--- src/rtl/interp_mac_pipe_if.sv ---
// Beat-level handshake bundle for the interpolation weighted-sum pipeline.
// The slave view is the pipeline itself; the master view is its source/sink.
interface interp_mac_pipe_if #(
    parameter int TAPS   = 4,
    parameter int DATA_W = 8,
    parameter int COEF_W = 10,
    parameter int OUT_W  = 8
);
    logic                     in_valid;
    logic                     in_ready;
    logic [TAPS*DATA_W-1:0]   pix_in;
    logic [TAPS*COEF_W-1:0]   coef_in;
    logic                     round_mode;
    logic                     out_valid;
    logic                     out_ready;
    logic [OUT_W-1:0]         result;
    logic                     sat;

    modport slave (
        input  in_valid, pix_in, coef_in, round_mode, out_ready,
        output in_ready, out_valid, result, sat
    );

    modport master (
        output in_valid, pix_in, coef_in, round_mode, out_ready,
        input  in_ready, out_valid, result, sat
    );
endinterface

--- src/rtl/interp_mac_pipe.sv ---
// Fixed-point weighted sum of TAPS pixels: multiply stage, registered adder tree,
// then round/shift/clamp to an unsigned pixel. One global stall enable for every stage.
module interp_mac_pipe #(
    parameter int TAPS   = 4,
    parameter int DATA_W = 8,
    parameter int COEF_W = 10,
    parameter int FRAC_W = 8,
    parameter int OUT_W  = 8
) (
    input  logic             clk,
    input  logic             rst,
    interp_mac_pipe_if.slave bus
);
    localparam int L   = $clog2(TAPS);
    localparam int P_W = DATA_W + COEF_W + 1;
    localparam int S_W = P_W + L;
    localparam int T_W = S_W + 1;

    localparam logic signed [T_W-1:0] HALF  = {{(T_W-FRAC_W){1'b0}}, 1'b1, {(FRAC_W-1){1'b0}}};
    localparam logic signed [T_W-1:0] ZERO  = '0;
    localparam logic signed [T_W-1:0] MAX_Q = {{(T_W-OUT_W){1'b0}}, {OUT_W{1'b1}}};

    logic                    ce;
    logic signed [P_W-1:0]   prod_d [TAPS];
    // Level 0 holds the products, level k holds the k-th adder-tree row.
    logic signed [S_W-1:0]   tree_d [L+1][TAPS];
    logic signed [S_W-1:0]   tree_q [L+1][TAPS];
    logic [L:0]              v_d, v_q;
    logic [L:0]              rnd_d, rnd_q;
    logic signed [T_W-1:0]   t_r, q_r;
    logic                    out_valid_d, out_valid_q;
    logic [OUT_W-1:0]        result_d, result_q;
    logic                    sat_d, sat_q;

    // Reset forces the enable so a stalled output cannot block the flush.
    assign ce            = rst || !out_valid_q || bus.out_ready;
    assign bus.in_ready  = ce;
    assign bus.out_valid = out_valid_q;
    assign bus.result    = result_q;
    assign bus.sat       = sat_q;

    always_comb begin
        for (int k = 0; k <= L; k++) begin
            for (int j = 0; j < TAPS; j++) begin
                tree_d[k][j] = '0;
            end
        end
        v_d   = {v_q[L-1:0], bus.in_valid};
        rnd_d = {rnd_q[L-1:0], bus.round_mode};
        for (int i = 0; i < TAPS; i++) begin
            prod_d[i]    = $signed({1'b0, bus.pix_in[i*DATA_W +: DATA_W]})
                         * $signed(bus.coef_in[i*COEF_W +: COEF_W]);
            tree_d[0][i] = {{L{prod_d[i][P_W-1]}}, prod_d[i]};
        end
        // Tree rows carry full width, so no level can overflow.
        for (int k = 1; k <= L; k++) begin
            for (int j = 0; j < (TAPS >> k); j++) begin
                tree_d[k][j] = tree_q[k-1][2*j] + tree_q[k-1][2*j+1];
            end
        end
    end

    always_comb begin
        t_r         = $signed({tree_q[L][0][S_W-1], tree_q[L][0]}) + (rnd_q[L] ? HALF : ZERO);
        q_r         = t_r >>> FRAC_W;
        out_valid_d = v_q[L];
        result_d    = q_r[OUT_W-1:0];
        sat_d       = 1'b0;
        if (q_r[T_W-1]) begin
            result_d = '0;
            sat_d    = v_q[L];
        end else if (q_r > MAX_Q) begin
            result_d = '1;
            sat_d    = v_q[L];
        end
    end

    always_ff @(posedge clk) begin
        if (rst) begin
            v_q         <= '0;
            out_valid_q <= 1'b0;
            result_q    <= '0;
            sat_q       <= 1'b0;
        end else if (ce) begin
            v_q         <= v_d;
            out_valid_q <= out_valid_d;
            result_q    <= result_d;
            sat_q       <= sat_d;
        end
    end

    // NOTE: datapath registers carry no reset; their contents only matter behind a set valid bit.
    always_ff @(posedge clk) begin
        if (ce) begin
            tree_q <= tree_d;
            rnd_q  <= rnd_d;
        end
    end
endmodule

--- src/flat_wrapper.sv ---
// flat-port wrapper written by rule: the top's interface ports become plain ports
module interp_mac_pipe_flat 
#(
    parameter int TAPS   = 4,
    parameter int DATA_W = 8,
    parameter int COEF_W = 10,
    parameter int FRAC_W = 8,
    parameter int OUT_W  = 8
)
  (clk, rst, bus_in_valid, bus_pix_in, bus_coef_in, bus_round_mode, bus_out_ready, bus_in_ready, bus_out_valid, bus_result, bus_sat);
  interp_mac_pipe_if #(.TAPS(TAPS), .DATA_W(DATA_W), .COEF_W(COEF_W), .OUT_W(OUT_W)) bus_i ();
  input  logic clk;
  input  logic rst;
  input wire logic [$bits(bus_i.in_valid)-1:0] bus_in_valid;
  input wire logic [$bits(bus_i.pix_in)-1:0] bus_pix_in;
  input wire logic [$bits(bus_i.coef_in)-1:0] bus_coef_in;
  input wire logic [$bits(bus_i.round_mode)-1:0] bus_round_mode;
  input wire logic [$bits(bus_i.out_ready)-1:0] bus_out_ready;
  output wire logic [$bits(bus_i.in_ready)-1:0] bus_in_ready;
  output wire logic [$bits(bus_i.out_valid)-1:0] bus_out_valid;
  output wire logic [$bits(bus_i.result)-1:0] bus_result;
  output wire logic [$bits(bus_i.sat)-1:0] bus_sat;
  assign bus_i.in_valid = bus_in_valid;
  assign bus_i.pix_in = bus_pix_in;
  assign bus_i.coef_in = bus_coef_in;
  assign bus_i.round_mode = bus_round_mode;
  assign bus_i.out_ready = bus_out_ready;
  assign bus_in_ready = bus_i.in_ready;
  assign bus_out_valid = bus_i.out_valid;
  assign bus_result = bus_i.result;
  assign bus_sat = bus_i.sat;
  interp_mac_pipe #(.TAPS(TAPS), .DATA_W(DATA_W), .COEF_W(COEF_W), .FRAC_W(FRAC_W), .OUT_W(OUT_W)) u_core (.clk(clk), .rst(rst), .bus(bus_i));
endmodule
--- config.mk ---
export PLATFORM = sky130hd
export DESIGN_NAME = interp_mac_pipe_flat
export DESIGN_NICKNAME = d
export VERILOG_FILES = /design/src/rtl/interp_mac_pipe_if.sv /design/src/rtl/interp_mac_pipe.sv /design/src/flat_wrapper.sv
export SDC_FILE = /design/constraint.sdc
export NUM_CORES = 1
export LEC_CHECK = 0
export BUFFER_PORTS_ARGS = -buffer_cell sky130_fd_sc_hd__buf_4
export CAP_MARGIN = 10
export CELL_PAD_IN_SITES_DETAIL_PLACEMENT = 1
export CELL_PAD_IN_SITES_GLOBAL_PLACEMENT = 1
export CORE_MARGIN = 5
export CORE_UTILIZATION = 55
export DETAILED_ROUTE_END_ITERATION = 10
export MAX_ROUTING_LAYER = met4
export PLACE_DENSITY = 0.85
export SLEW_MARGIN = 20
export SYNTH_ARGS = -nofsm -noshare
export SYNTH_HDL_FRONTEND = slang
export SYNTH_SLANG_ARGS = --single-unit
--- constraint.sdc ---
create_clock -name clk -period 7.8 [get_ports clk]
set_input_delay 0.78 -clock clk [delete_from_list [all_inputs] [get_ports clk]]
set_output_delay 0.78 -clock clk [all_outputs]
set_load 0.1 [all_outputs]
### Yosys cells after proc, flatten, opt, wreduce, memory -nomap -nowiden

Index checks and enable logic that the tools add are counted.

* register bits: 155
* memory bits (read-only): 0
* RAM bits: 0
* input port bits: 77
* output and inout port bits: 11
* memories kept: 0
* logic and storage cells: 29
* latch bits: 0

* divide/modulo/power cells: 0
* reductions and logical operators: 3
* equality and inequality tests: 0
* add/subtract/negate cells: 4
* magnitude comparators: 1
* mux-type cells: 5
* shift operators: 0
* bitwise gates (word level): 0
* multipliers: 4

Operators with widths (number)
* multiplier 9 x 10 -> 19 bit: 4
* adder 19 x 19 -> 20 bit: 2
* two-way mux 8 bit: 3
* adder 21 x 9 -> 22 bit: 1
* adder 21 bit: 1
* > comparator 14 x 9 -> 1 bit, second input constant: 1
* logical OR 1 bit: 2
* two-way mux 1 bit: 2
* logical NOT 1 bit: 1

### Depth between registers and ports, before layout

* depth after elaboration: 5
* mapped depth: 19
* mapped depth without buffers: 18

### Worst setup path before layout

Ideal clock, no wire load.

* kind: input -> output
* start point: input port rst
* end point: output port bus_in_ready
* stages: 3
* setup slack: 2739 ps
* data arrival time: 4281 ps
* data required time: 7020 ps
* path buffers: 1
* path through: clkbuf_1 > nor2_1 > inv_1

* word-level cells in the longest chain between the ends: 2

RTL lines
* start, declared: RTL line flat_wrapper.sv:13 `input logic rst;`
* logical OR 1 bit (2 in series): RTL line interp_mac_pipe.sv:36 `assign ce = rst || !out_valid_q || bus.out_ready;`
* end, declared: RTL line flat_wrapper.sv:19 `output wire logic [$bits(bus_i.in_ready)-1:0] bus_in_ready;`

No other way between the ends.

==> results.sh <==
export IMPL_cp_start_kind="input port"
export IMPL_hp_class="flop to flop"
export IMPL_routed_wl_microns=48800
export IMPL_synth_seq_cells=146
export IMPL_route_detailed_wl_per_inst_microns=18.8
export IMPL_slew_headroom=0.384
export IMPL_synth_common_cells="inv_1 (478), fa_1 (266), ha_1 (210)"
export IMPL_rr_endpoint="u_core.tree_q[165]$_DFFE_PP_"
export IMPL_syn_cell_area_sq_um=19600
export IMPL_grt_ovfl_total=0
export IMPL_synth_fp_nets=2599
export IMPL_die_y_microns=199
export IMPL_crit_fanout=10
export IMPL_finish_net_count=2675
export IMPL_synth_async_reset_ratio=0
export IMPL_setup_viol=0
export IMPL_synth_area_leaders="fa_1 (27%), edfxtp_1 (20%), ha_1 (13%), inv_1 (9.2%), and2_1 (5.6%)"
export IMPL_post_dp_hpwl_microns=40000
export IMPL_finalHoldViolations=0
export IMPL_worstSetupPathType="input port to flop"
export IMPL_cts_root_buf="clkbuf_16"
export IMPL_period_minus_slack_ps=4890
export IMPL_reg2reg_from="u_core.tree_q[231]$_DFFE_PP_"
export IMPL_max_freq_mhz=204
export IMPL_syn2layout_area_growth_pct=8.99
export IMPL_place_gp_congestion=0.901
export IMPL_synth_top_area_cell="fa_1"
export IMPL_final_max_slew_viol_count=0
export IMPL_yosysUniqueCellTypes=67
export IMPL_die_w_microns=199
export IMPL_dieArea_sq_um=39500
export IMPL_synth_top_cell_area_share=0.272
export IMPL_drtIter0Drc=694
export IMPL_ctsHoldBuffers=0
export IMPL_total_leakage_power_uw=0.0108
export IMPL_syn_inst=2046
export IMPL_cp_endpoint="u_core.tree_q[249]$_DFFE_PP_"
export IMPL_grt_pass1_wl_microns=82500
export IMPL_routed_via_density=5.48
export IMPL_coreArea_sq_um=35400
export IMPL_antenna_found_initial=1
export IMPL_end_kind="flop"
export IMPL_layout_drive_gt1_share=0.0665
export IMPL_ant_nets=0
export IMPL_ir_worst_vdd_mv=0.218
export IMPL_fillers=4069
export IMPL_postCtsSetupBuffers=0
export IMPL_max_cap_viol_count=0
export IMPL_grt_pass1_vias=16266
export IMPL_power_density_nw_per_um2=417
export IMPL_cts_tree="built"
export IMPL_synth_seq_area_share=0.217
export IMPL_num_vias=14233
export IMPL_worstSkewPairLatency_ps=440
export IMPL_hold_path_depth=0
export IMPL_final_area_sq_um=21300
export IMPL_num_io_pins=88
export IMPL_cts_made_buffers=17
export IMPL_clockBufferDepth=2
export IMPL_startpoint="bus_pix_in[0]"
export IMPL_power_total_uw=8900
export IMPL_grt_max_degree=73
export IMPL_grtUsageTotal=0.267
export IMPL_start_util=0.553
export IMPL_clock_skew_ps=11.8
export IMPL_cts_clk_slew_worst_paths_ps=70
export IMPL_route_detailed_drc=0
export IMPL_place_area_sq_um=20700
export IMPL_min_period_over_period=0.628
export IMPL_rsz0062_at_grt="false"
export IMPL_cts_resized_gates=0
export IMPL_required_ps=7980
export IMPL_h_tree_depth=4
export IMPL_yosysWarnings=0
export IMPL_portBuffers=87
export IMPL_fin_tns_setup_ps=0
export IMPL_status="finished clean"
export IMPL_cp_arrival_ps=5080
export IMPL_synth_ff_type="edfxtp_1"
export IMPL_synth_most_common_cell="inv_1"
export IMPL_avgSynthCellArea_sq_um=9.57
export IMPL_reg2reg_depth=10
export IMPL_numClockSinks=146
export IMPL_r2r_slack_ps=4780
export IMPL_num_rows=69
export IMPL_firstDrtPassIters=5
export IMPL_synth_edff_count=133
export IMPL_tightest_slew_ps=925
==> placed cells by master, fill, tap and decap left out, types with 5 or more instances in the layout <==
| cell type | count |
|---|---|
| a211oi_1 | 8 |
| xor2_1 | 28 |
| nand3_1 | 16 |
| nor2b_1 | 12 |
| clkbuf_16 | 17 |
| a211o_1 | 9 |
| xnor2_1 | 74 |
| nand4_1 | 5 |
| edfxtp_1 | 133 |
| nor3_1 | 17 |
| or3_1 | 5 |
| a21oi_1 | 78 |
| and3_1 | 10 |
| nand2b_1 | 10 |
| o21a_1 | 20 |
| fa_1 | 266 |
| ha_1 | 210 |
| o21bai_1 | 15 |
| and2_1 | 175 |
| a21oi_2 | 5 |
| inv_1 | 477 |
| o21ai_1 | 6 |
| nand2_1 | 199 |
| nor2_1 | 64 |
| dfxtp_1 | 13 |
| o21ai_0 | 29 |
| a31oi_1 | 10 |
| a21o_1 | 42 |
| o31ai_1 | 5 |
| buf_4 | 89 |
==> cell families after synthesis <==
| logic type | Yosys count | synth area share |
|---|---|---|
| simple gates | 538 | 0.138 |
| fa+ha+maj | 476 | 0.406 |
| compound gates | 272 | 0.0938 |
| buf+inv | 510 | 0.0978 |
| flops | 146 | 0.217 |
| mux | 2 | 0.00102 |
| xor+xnor | 102 | 0.0456 |
==> metrics by stage <==
| step | util | std cells | worst slack, ps | hold WS (ps) |
|---|---|---|---|---|
| floorplan | - | 2046 | 2740 | 400 |
| global route | 0.603 | 2597 | 2670 | 447 |
| global placement | 0.585 | 2564 | 2710 | 406 |
| detailed placement | 0.585 | 2564 | 2510 | 413 |
| finish | 0.603 | 2597 | 2910 | 439 |
| CTS | 0.603 | 2596 | 2910 | 439 |
==> area by class of cell <==
cell class | count | area, sq um | area share
antenna | 1 | 2.50 | 0.000117
clock buffer | 17 | 425 | 0.0199
clock inverter | 15 | 205 | 0.00961
inverter | 478 | 1800 | 0.0842
multi-input combinational | 1390 | 13400 | 0.628
sequential | 146 | 4250 | 0.199
tap | 461 | 577 | 0.0270
timing repair buffer | 89 | 668 | 0.0313
==> worst min-delay path by stage <==
| stage | slack [ps] | endpoint | start |
|---|---|---|---|
| 6_report | 440 | u_core.rnd_q[1]$_DFFE_PP_ | u_core.rnd_q[0]$_DFFE_PP_ |
| 5_1_grt | 450 | u_core.rnd_q[1]$_DFFE_PP_ | u_core.rnd_q[0]$_DFFE_PP_ |
| 4_1_cts | 440 | u_core.rnd_q[1]$_DFFE_PP_ | u_core.rnd_q[0]$_DFFE_PP_ |
| 3_5_place_dp | 410 | u_core.rnd_q[2]$_DFFE_PP_ | u_core.rnd_q[1]$_DFFE_PP_ |
| 3_3_place_gp | 410 | u_core.rnd_q[2]$_DFFE_PP_ | u_core.rnd_q[1]$_DFFE_PP_ |
| 2_1_floorplan | 400 | u_core.rnd_q[1]$_DFFE_PP_ | u_core.rnd_q[0]$_DFFE_PP_ |
==> report_power, final <==
part           switching [uW]  leakage (uW)  internal, uW  total [uW]
clock                     353      0.000302           538         891
combinational            3640       0.00896          2590        6220
sequential                217       0.00152          1570        1790
total                    4210        0.0108          4690        8900
==> per-layer routing <==
metal  global-route usage  part of all wire  vias up  routed length (microns)
met5                    -                 0        -                        0
met3               0.0273             0.036       58                     1770
li1                     -                 -     6619                        -
met2                0.468              0.52      276                    25300
met1                0.339              0.43     7280                    20900
met4               0.0588             0.018        0                      856
==> worst max-delay path, cell delays in order <==
cell	delay, ps
buf_4	150
nand2_1	140
fa_1	650
fa_1	550
inv_1	70
fa_1	540
inv_1	60
fa_1	490
inv_1	40
ha_1	370
a211o_1	330
a211oi_1	380
o311a_1	290
a21oi_1	90
xnor2_1	140
==> flip-flops by register name, summed over array words and instances, names as in the netlist <==
signal and flops:
u_core.bus.result 8, u_core.v_q 3, u_core.tree_q 130, u_core.bus.sat 1, u_core.rnd_q 3, u_core.bus.out_valid 1
Power figures use the tool's default switching activity.
